`config.mk`:
```
export PLATFORM = sky130hd
export DESIGN_NAME = fetch_queue
export DESIGN_NICKNAME = d
export VERILOG_FILES = /design/src/rtl/rv32i_pkg.sv /design/src/rtl/sync_fifo.sv /design/src/rtl/fetch_queue.sv
export SDC_FILE = /design/constraint.sdc
export NUM_CORES = 1
export LEC_CHECK = 0
export BUFFER_PORTS_ARGS = -buffer_cell sky130_fd_sc_hd__buf_2
export CORE_MARGIN = 3
export CORE_UTILIZATION = 50
export CTS_CLUSTER_SIZE = 20
export DETAILED_ROUTE_END_ITERATION = 10
export PLACE_DENSITY = 0.81
export RECOVER_POWER = 25
export SETUP_SLACK_MARGIN = 0.3
export SYNTH_ARGS = -nofsm -noshare
export SYNTH_HDL_FRONTEND = slang
export SYNTH_SLANG_ARGS = --single-unit
```
`constraint.sdc`:
```
create_clock -name clk -period 9.9 [get_ports clk]
set_input_delay 1.98 -clock clk [delete_from_list [all_inputs] [get_ports clk]]
set_output_delay 1.98 -clock clk [all_outputs]
set_load 0.05 [all_outputs]
```
`src/rtl/rv32i_pkg.sv`:
```
// Shared RV32I constants and the fetch-queue entry layout.
package rv32i_pkg;

  localparam int XLEN        = 32;
  localparam int INSTR_BYTES = 4;
  localparam logic [XLEN-1:0] NOP_INSTR = 32'h00000013;

  typedef struct packed {
    logic [XLEN-1:0] pc;
    logic [XLEN-1:0] instr;
  } fetch_entry_t;

  // Misaligned redirect targets are silently forced onto a word boundary.
  function automatic logic [XLEN-1:0] align_pc(input logic [XLEN-1:0] pc);
    return pc & ~XLEN'(INSTR_BYTES - 1);
  endfunction

endpackage

```
`src/rtl/sync_fifo.sv`:
```
// Power-of-two synchronous FIFO with a synchronous clear that beats push.
module sync_fifo #(
  parameter int WIDTH = 64,
  parameter int DEPTH = 4
) (
  input  logic                     clk,
  input  logic                     rst,
  input  logic                     push,
  input  logic                     pop,
  input  logic                     clear,
  input  logic [WIDTH-1:0]         din,
  output logic [WIDTH-1:0]         dout,
  output logic [$clog2(DEPTH):0]   count,
  output logic                     full,
  output logic                     empty
);

  localparam int AW = $clog2(DEPTH);
  localparam logic [AW-1:0] PTR_ONE = AW'(1);
  localparam logic [AW:0]   CNT_ONE = (AW+1)'(1);

  logic [WIDTH-1:0] mem_q [DEPTH];
  logic [AW-1:0]    rd_ptr_q, wr_ptr_q;
  logic [AW:0]      count_q;
  logic             do_push, do_pop;

  assign full    = (count_q == (AW+1)'(DEPTH));
  assign empty   = (count_q == '0);
  assign do_push = push & ~full & ~clear;
  assign do_pop  = pop & ~empty & ~clear;
  assign dout    = mem_q[rd_ptr_q];
  assign count   = count_q;

  always_ff @(posedge clk) begin
    if (do_push) mem_q[wr_ptr_q] <= din;
  end

  always_ff @(posedge clk) begin
    if (rst || clear) begin
      rd_ptr_q <= '0;
      wr_ptr_q <= '0;
      count_q  <= '0;
    end else begin
      if (do_push) wr_ptr_q <= wr_ptr_q + PTR_ONE;
      if (do_pop)  rd_ptr_q <= rd_ptr_q + PTR_ONE;
      case ({do_push, do_pop})
        2'b10:   count_q <= count_q + CNT_ONE;
        2'b01:   count_q <= count_q - CNT_ONE;
        default: count_q <= count_q;
      endcase
    end
  end

endmodule

```
`src/rtl/fetch_queue.sv`:
```
// Instruction-fetch front end: credit-limited sequential prefetch into a FIFO,
// with redirect flushing and drop counting for in-flight fetches.
module fetch_queue
  import rv32i_pkg::*;
#(
  parameter logic [31:0] RESET_PC        = 32'h00000000,
  parameter int          DEPTH           = 4,
  parameter int          MAX_OUTSTANDING = 2
) (
  input  logic        clk,
  input  logic        rst,
  input  logic        stall,
  input  logic        pc_sel,
  input  logic [31:0] pc_nxt,
  output logic        imem_req_valid,
  input  logic        imem_req_ready,
  output logic [31:0] imem_req_addr,
  input  logic        imem_rsp_valid,
  input  logic [31:0] imem_rsp_data,
  output logic [31:0] pc_out,
  output logic [31:0] instruction,
  output logic        instr_valid
);

  localparam int AW = $clog2(DEPTH);
  localparam int CW = 8;
  localparam logic [CW-1:0]   DEPTH_C = CW'(DEPTH);
  localparam logic [CW-1:0]   MAXO_C  = CW'(MAX_OUTSTANDING);
  localparam logic [XLEN-1:0] STEP    = XLEN'(INSTR_BYTES);

  logic [XLEN-1:0] fetch_pc_q, fetch_pc_d, rsp_pc_q, rsp_pc_d, last_pc_q, last_pc_d;
  logic [CW-1:0]   out_q, out_d, drop_q, drop_d, out_after;
  logic            boot_q;

  logic            accept, rsp_take, rsp_keep, rsp_drop, push, pop;
  logic [CW-1:0]   acc_inc, keep_dec, drop_dec;
  logic [AW:0]     fifo_count;
  logic            fifo_full, fifo_empty;
  logic [2*XLEN-1:0] fifo_dout;
  fetch_entry_t    head, in_entry;

  // Request channel: a transfer happens on any cycle with valid & ready; the
  // address only changes after a transfer or on a redirect. Responses are
  // valid-only and arrive in request order.
  assign imem_req_valid = ~rst & ~fifo_full & (out_q < MAXO_C) &
                          ((CW'(fifo_count) + out_q) < DEPTH_C);
  assign imem_req_addr  = fetch_pc_q;
  assign accept         = imem_req_valid & imem_req_ready;

  // Responses with nothing in flight (or right after reset) are stale.
  assign rsp_take = imem_rsp_valid & ~rst & ~boot_q & ((out_q != '0) | (drop_q != '0));
  assign rsp_drop = rsp_take & (drop_q != '0);
  assign rsp_keep = rsp_take & (drop_q == '0);
  assign push     = rsp_keep & ~pc_sel;
  assign pop      = instr_valid & ~stall & ~pc_sel;

  assign acc_inc   = {{(CW-1){1'b0}}, accept};
  assign keep_dec  = {{(CW-1){1'b0}}, rsp_keep};
  assign drop_dec  = {{(CW-1){1'b0}}, rsp_drop};
  assign out_after = out_q + acc_inc - keep_dec;

  assign in_entry = '{pc: rsp_pc_q, instr: imem_rsp_data};
  assign head     = fetch_entry_t'(fifo_dout);

  sync_fifo #(.WIDTH(2*XLEN), .DEPTH(DEPTH)) u_fifo (
    .clk   (clk),
    .rst   (rst),
    .push  (push),
    .pop   (pop),
    .clear (pc_sel),
    .din   (in_entry),
    .dout  (fifo_dout),
    .count (fifo_count),
    .full  (fifo_full),
    .empty (fifo_empty)
  );

  always_comb begin
    fetch_pc_d = fetch_pc_q;
    rsp_pc_d   = rsp_pc_q;
    out_d      = out_after;
    drop_d     = drop_q - drop_dec;
    last_pc_d  = fifo_empty ? last_pc_q : head.pc;
    if (pc_sel) begin
      // Everything still in flight after this cycle must be thrown away.
      fetch_pc_d = align_pc(pc_nxt);
      rsp_pc_d   = align_pc(pc_nxt);
      drop_d     = drop_q - drop_dec + out_after;
      out_d      = '0;
    end else begin
      if (accept) fetch_pc_d = fetch_pc_q + STEP;
      if (push)   rsp_pc_d   = rsp_pc_q + STEP;
    end
  end

  always_ff @(posedge clk) begin
    if (rst) begin
      fetch_pc_q <= RESET_PC;
      rsp_pc_q   <= RESET_PC;
      last_pc_q  <= RESET_PC;
      out_q      <= '0;
      drop_q     <= '0;
      boot_q     <= 1'b1;
    end else begin
      fetch_pc_q <= fetch_pc_d;
      rsp_pc_q   <= rsp_pc_d;
      last_pc_q  <= last_pc_d;
      out_q      <= out_d;
      drop_q     <= drop_d;
      boot_q     <= 1'b0;
    end
  end

  assign instr_valid = ~fifo_empty;
  assign instruction = fifo_empty ? NOP_INSTR : head.instr;
  assign pc_out      = fifo_empty ? last_pc_q : head.pc;

endmodule

```
; ---- Word-level counts from Yosys, hierarchy flattened
; Memory sizes are Yosys's and may differ from the RTL's. A register that Yosys moved wholly into a read port is not among the register bits.
; Cells that the tools add are included.
[totals]
register_bits = 120
latch_bits = 0
ramBits = 256
rom_bits = 0
input_bits = 70
out_inout_bits = 98
wordCells = 73
n_memories = 1
[classes]
addsub = 11
mul = 0
n_div = 0
n_lt_le_gt_ge = 2
n_eq_ne = 3
n_shift = 0
mux = 13
bitwise_logic = 23
n_reduce_logical = 9
[memory_table]
columns = name, words, width, rd, rd_clocked_by_memory_dff, wr, line
row1 = u_fifo.mem_q, 4, 64, 1, 1, 1, sync_fifo.sv:22  ; logic [WIDTH-1:0] mem_q [DEPTH];
[ops]
columns = op, count
row1 = 32-bit two-way mux, 6
row2 = "32-bit by 3-bit adder with 32-bit output, second input constant", 2
row3 = 1-bit bitwise AND, 16
row4 = 8-bit nonzero test, 2
row5 = 8-bit by 1-bit subtractor with 8-bit output, 2
row6 = 3-bit by 8-bit adder with 8-bit output, 1
row7 = 8-bit by 1-bit adder with 8-bit output, 1
row8 = 8-bit adder, 1
row9 = 8-bit zero test, 1
row10 = "8-bit by 2-bit less-than comparator with 1-bit output, second input constant", 1
row11 = "8-bit by 3-bit less-than comparator with 1-bit output, second input constant", 1
row12 = 8-bit two-way mux, 1
row13 = 1-bit NOT, 6
row14 = 3-bit case mux with 2 select lines, 1
row15 = 2-bit nonzero test, 3
row16 = "2-bit by 1-bit adder with 2-bit output, second input constant", 2
row17 = 2-bit two-way mux, 2
row18 = "3-bit by 1-bit adder with 3-bit output, second input constant", 1
row19 = "3-bit equality test, second input constant", 1
row20 = 3-bit zero test, 1
row21 = 1-bit two-way mux, 3
row22 = "3-bit by 1-bit subtractor with 3-bit output, second input constant", 1
row23 = "2-bit by 1-bit equality test with 1-bit output, second input constant", 1
row24 = "2-bit equality test, second input constant", 1
row25 = 3 further kinds, 3

; ---- Logic depth before layout (Yosys ltp)
[logic_depth]
depth_word = 10
mapped_depth = 22
depth_no_buf = 21

; ---- By module
; From an unflattened synthesis, not the netlist that was laid out.
[hier_totals]
hier_cells = 1095
area_unflattened_um2 = 16011.6
[modules_own_cells]
columns = mod, n_inst, cells_per_inst, area_each_um2, seq_area_each_um2
row1 = sync_fifo, 1, 391, 9765.6, 7867.5
row2 = fetch_queue, 1, 704, 6246.0, 2182.1

; ---- Worst setup path before layout
; Ideal clock, no wire load.
[synth_timing]
kind = input to register
from = input rst
to = register drop_q[7]
setup_time_ps = 135
arrival_ps = 5418
required_time_ps = 9765
setup_slack_ps = 4347
cell_stages = 18
path_buffers = 0
cell_sequence = or3b_2 > a31oi_2 > nand2_1 > clkinv_1 > ha_1 > inv_1 > ha_1 > fa_1 > a21oi_1 > o21bai_1 > xor2_1 > ha_1 > nand2_1 > o21ai_0 > nor3_1 > nor3_1 > mux2i_1 > o2111ai_1
[synth_via]
elab_chain_cells = 9
word_cells_on_any_way = 15
classes_between = add/sub (4) / mux (1) / bitwise (10)
[synth_lines]
columns = element, line
row1 = "start, declared", fetch_queue.sv:11  ; input logic rst,
row2 = 1-bit NOT *, "fetch_queue.sv:45, fetch_queue.sv:51"
row3 = 1-bit bitwise AND (3 in a row), fetch_queue.sv:45  ; assign imem_req_valid = ~rst & ~fifo_full & (out_q < MAXO_C) &
row4 = 1-bit bitwise AND, fetch_queue.sv:48  ; assign accept = imem_req_valid & imem_req_ready;
row5 = 8-bit by 1-bit adder with 8-bit output, fetch_queue.sv:60  ; assign out_after = out_q + acc_inc - keep_dec;
row6 = 8-bit by 1-bit subtractor with 8-bit output *, fetch_queue.sv:60
row7 = net out_after[4], fetch_queue.sv:32  ; logic [CW-1:0] out_q, out_d, drop_q, drop_d, out_after;
row8 = 8-bit adder *, fetch_queue.sv:88  ; drop_d = drop_q - drop_dec + out_after;
row9 = 8-bit two-way mux *, fetch_queue.sv:84  ; if (pc_sel) begin
row10 = "end signal, assigned", fetch_queue.sv:109  ; drop_q <= drop_d;
row11 = "end, declared", fetch_queue.sv:32
; The timed path passes the listed nets; every way through them passes the cells marked *.
; A chain may end at the register's enable or synchronous reset.

; ---- Final worst setup path
; Ends and elaborated chain as after synthesis.

==> results.json <==
{
  "clock_path_buffers": 3,
  "cts_buffers": 38,
  "synth_top_family_by_area": "multiplexers",
  "status": "finished clean",
  "synth-xor-area-share_pct": 4.45,
  "die_h_um": 182,
  "cts.sinks": 366,
  "antenna_left": 0,
  "path_class": "primary input to flip-flop",
  "clk-insertion-delay-late_ns": 0.52,
  "ys_ff_latch": 366,
  "grt_remaining_overflow": 0,
  "cts_tree": "yes",
  "p_total_mw": 3.61,
  "boundaryPins": 168,
  "arrival_ns": 6.68,
  "relSlewSlack_pct": 37.2,
  "drt-initial-drc-count": 508,
  "cts_hold_buf": 0,
  "p_leak_nw": 6.53,
  "syn_inst": 1065,
  "vdd_drop_max_mv": 0.223,
  "maxCapViolations": 0,
  "syn_area_sq_mm": 0.0155,
  "setup_tns_ns": 0,
  "drcViolationCount": 0,
  "start_util_pct": 51.6,
  "drive_gt1_share_pct": 26.0,
  "hold_viol": 0,
  "placedCellCount": 1585,
  "portBuffers": 163,
  "postCtsSetupRepairBufs": 0,
  "drt-total-wl_mm": 32.0,
  "grt_usage_pct": 19.3,
  "cp_slowest_cell": "buf_4",
  "period_needed_ns": 6.31,
  "critPathCaptureType": "flip-flop",
  "synthMuxAreaShare_pct": 11.6,
  "power.density_mw_per_mm2": 201,
  "clkSlewWorstSetupHoldPaths_ns": 0.06,
  "hold_slack_ns": 0.518,
  "antenna_found_initial": 0,
  "cpPeakStageDelay_ns": 0.58,
  "start_kind": "primary input",
  "hp-class": "flip-flop to flip-flop",
  "row_count": 63,
  "yosysTopAreaCell": "edfxtp_1",
  "synthTopCellsByArea": "edfxtp_1, dfxtp_1, mux4_2",
  "core_sq_mm": 0.0301,
  "vias": 9064,
  "yosysTopAreaCellShare_pct": 47.9,
  "synth-simple-area-share_pct": 9.57,
  "cts_resized": 0,
  "gp_congestion": 0.806,
  "yosys_most_used_dff": "edfxtp_1",
  "dp_hpwl_mm": 20.6,
  "synth_area_per_cell_sq_um": 14.6,
  "ys_types": 65,
  "clockRootBuffer": "clkbuf_16",
  "synth_compound_area_share_pct": 5.52,
  "grt_pass1_wl_mm": 50.9,
  "synth_warnings": 0,
  "fin_crit_sh_pct": 63.8,
  "avgViaCountPerCell": 5.48,
  "setup_violations": 0,
  "crit_chain": "buf_2 > buf_4 > or3b_2 > a31oi_2 > nand2_1 > clkinv_1 > ha_1 > inv_1 > ha_1 > fa_1 > a21oi_1 > o21bai_1 > xor2_1 > ha_1 > nand2_1 > o21ai_0 > nor3_1 > nor3_1 > mux2i_1 > o2111ai_1",
  "crit_path_frequent_cell": "ha_1",
  "crit_fanout": 51,
  "die-area_sq_mm": 0.0332,
  "synthAdderAreaFrac_pct": 3.21,
  "fp.dieW_um": 182,
  "rsz0062_at_grt": "false",
  "fin_area_sq_mm": 0.0180,
  "nNetsFinal": 1343,
  "antennaDiodeCount": 0,
  "yosysSeqAreaShare_pct": 63.1,
  "wl_per_cell_um": 19.4,
  "fin_worst_skew_ns": 0.0242,
  "h-tree-depth": 2,
  "cp.required_ns": 10.27,
  "slew_violations": 0,
  "syn_to_final_growth_pct": 15.6,
  "drt_pre_antenna_iters": 5,
  "async_flop_share_pct": 0,
  "tightest_slew_ns": 0.942,
  "placed_area_sq_mm": 0.0168,
  "max_freq_mhz": 158,
  "stdcell_count": 1653,
  "grt_max_degree": 58,
  "first_global_vias": 9328,
  "synth-edff-count": 248
}
[critical path: cells and delay by family]
kind | cells | cell delay (ns)
AO/OA/AOI/OAI | 5 | 0.64
multiplexers | 1 | 0.23
adder cells (fa/ha/maj) | 4 | 1.32
buffers and inverters | 4 | 1.33
XOR/XNOR | 1 | 0.18
AND/OR/NAND/NOR | 5 | 0.95
[sequential cells by signal, summed over array words and instances (netlist names), named ones only]
name	flops
rsp_pc_q	30
u_fifo.wr_ptr_q	2
u_fifo.mem_q	248
last_pc_q	32
drop_q	8
out_q	8
u_fifo.rd_ptr_q	2
boot_q	1
imem_req_addr	30
u_fifo.count	3
[cells by family after synthesis]
kind of cell	Yosys count
compound gates	129
xor+xnor	79
mux	98
fa+ha+maj	38
other cells	1
flops	366
simple gates	253
buf+inv	101
[cell usage after synthesis, drive strengths merged, types with 2 or more instances]
library cell / n
nand2: 38
o21a: 3
a31oi: 3
and2: 38
nor2b: 36
or3: 5
o2111ai: 2
clkbuf: 34
clkinv: 2
and4: 7
or2: 5
xnor2: 30
a21oi: 47
buf: 11
nor3: 19
edfxtp: 248
nor4: 5
fa: 3
o21bai: 9
nand4: 15
inv: 54
nor3b: 6
nand2b: 3
a21boi: 44
nor4b: 3
o21ai: 5
a21o: 3
xor2: 49
nand3: 22
a211oi: 6
nor2: 34
dfxtp: 118
nand3b: 2
ha: 35
and3: 12
mux2i: 5
mux4: 62
mux2: 31
[per-layer routing]
metal	GRT usage, %	part of all wire [%]
met1	25.8	43
met2	32.2	49
met3	3.71	5.7
met4	5.82	2.2
met5	0	0
[placed cells by master, fill, tap and decap left out, types with 17 or more instances in the layout]
| cell | netlist | final |
|---|---|---|
| xor2_1 | 49 | 49 |
| nand3_1 | 22 | 22 |
| nor3_1 | 17 | 17 |
| mux4_2 | 62 | 62 |
| nor2_1 | 32 | 32 |
| nor2b_1 | 36 | 36 |
| xnor2_1 | 30 | 30 |
| buf_2 | 7 | 143 |
| a21boi_0 | 34 | 34 |
| edfxtp_1 | 248 | 248 |
| a21oi_1 | 46 | 46 |
| and2_1 | 38 | 34 |
| nand2_1 | 38 | 38 |
| clkbuf_16 | 0 | 39 |
| clkbuf_1 | 34 | 29 |
| ha_1 | 35 | 35 |
| inv_1 | 53 | 53 |
| mux2_2 | 31 | 31 |
| dfxtp_1 | 118 | 116 |
[final cells by class]
class / count / area, sq um
Fill cell: 2330 / 12100
Inverter: 56 / 210
Multi-Input combinational cell: 599 / 5340
Timing Repair Buffer: 174 / 873
Clock inverter: 17 / 186
Clock buffer: 51 / 1050
Sequential cell: 366 / 9810
Tap cell: 390 / 488
[report_power, final]
part | total [mW] | internal (mW) | switching, mW
Sequential | 1.73 | 1.67 | 0.0501
Clock | 1.41 | 0.850 | 0.560
Combinational | 0.474 | 0.179 | 0.295
[worst paths after layout]
kind,from,depth (start not counted),end,slack (ns)
worst max-delay path,rst,20,drop_q[7]$_SDFF_PP0_,3.59
worst min-delay path,rsp_pc_q[31]$_SDFFE_PP0P_,0,u_fifo.mem_q[0][63]$_DFFE_PP_,0.52
worst max register to register,out_q[1]$_SDFF_PP0_,20,drop_q[7]$_SDFF_PP0_,5.03
worst min register to register,rsp_pc_q[31]$_SDFFE_PP0P_,0,u_fifo.mem_q[0][63]$_DFFE_PP_,0.52
[through the flow]
step	setup WS (ns)	utilization, %
after floorplan	4.35	-
after global placement	3.08	55.6
after detailed placement	3.02	55.6
after CTS	3.51	59.7
after global routing	3.17	59.7
final	3.59	59.7
No activity file was read; power rests on OpenSTA's default activity.
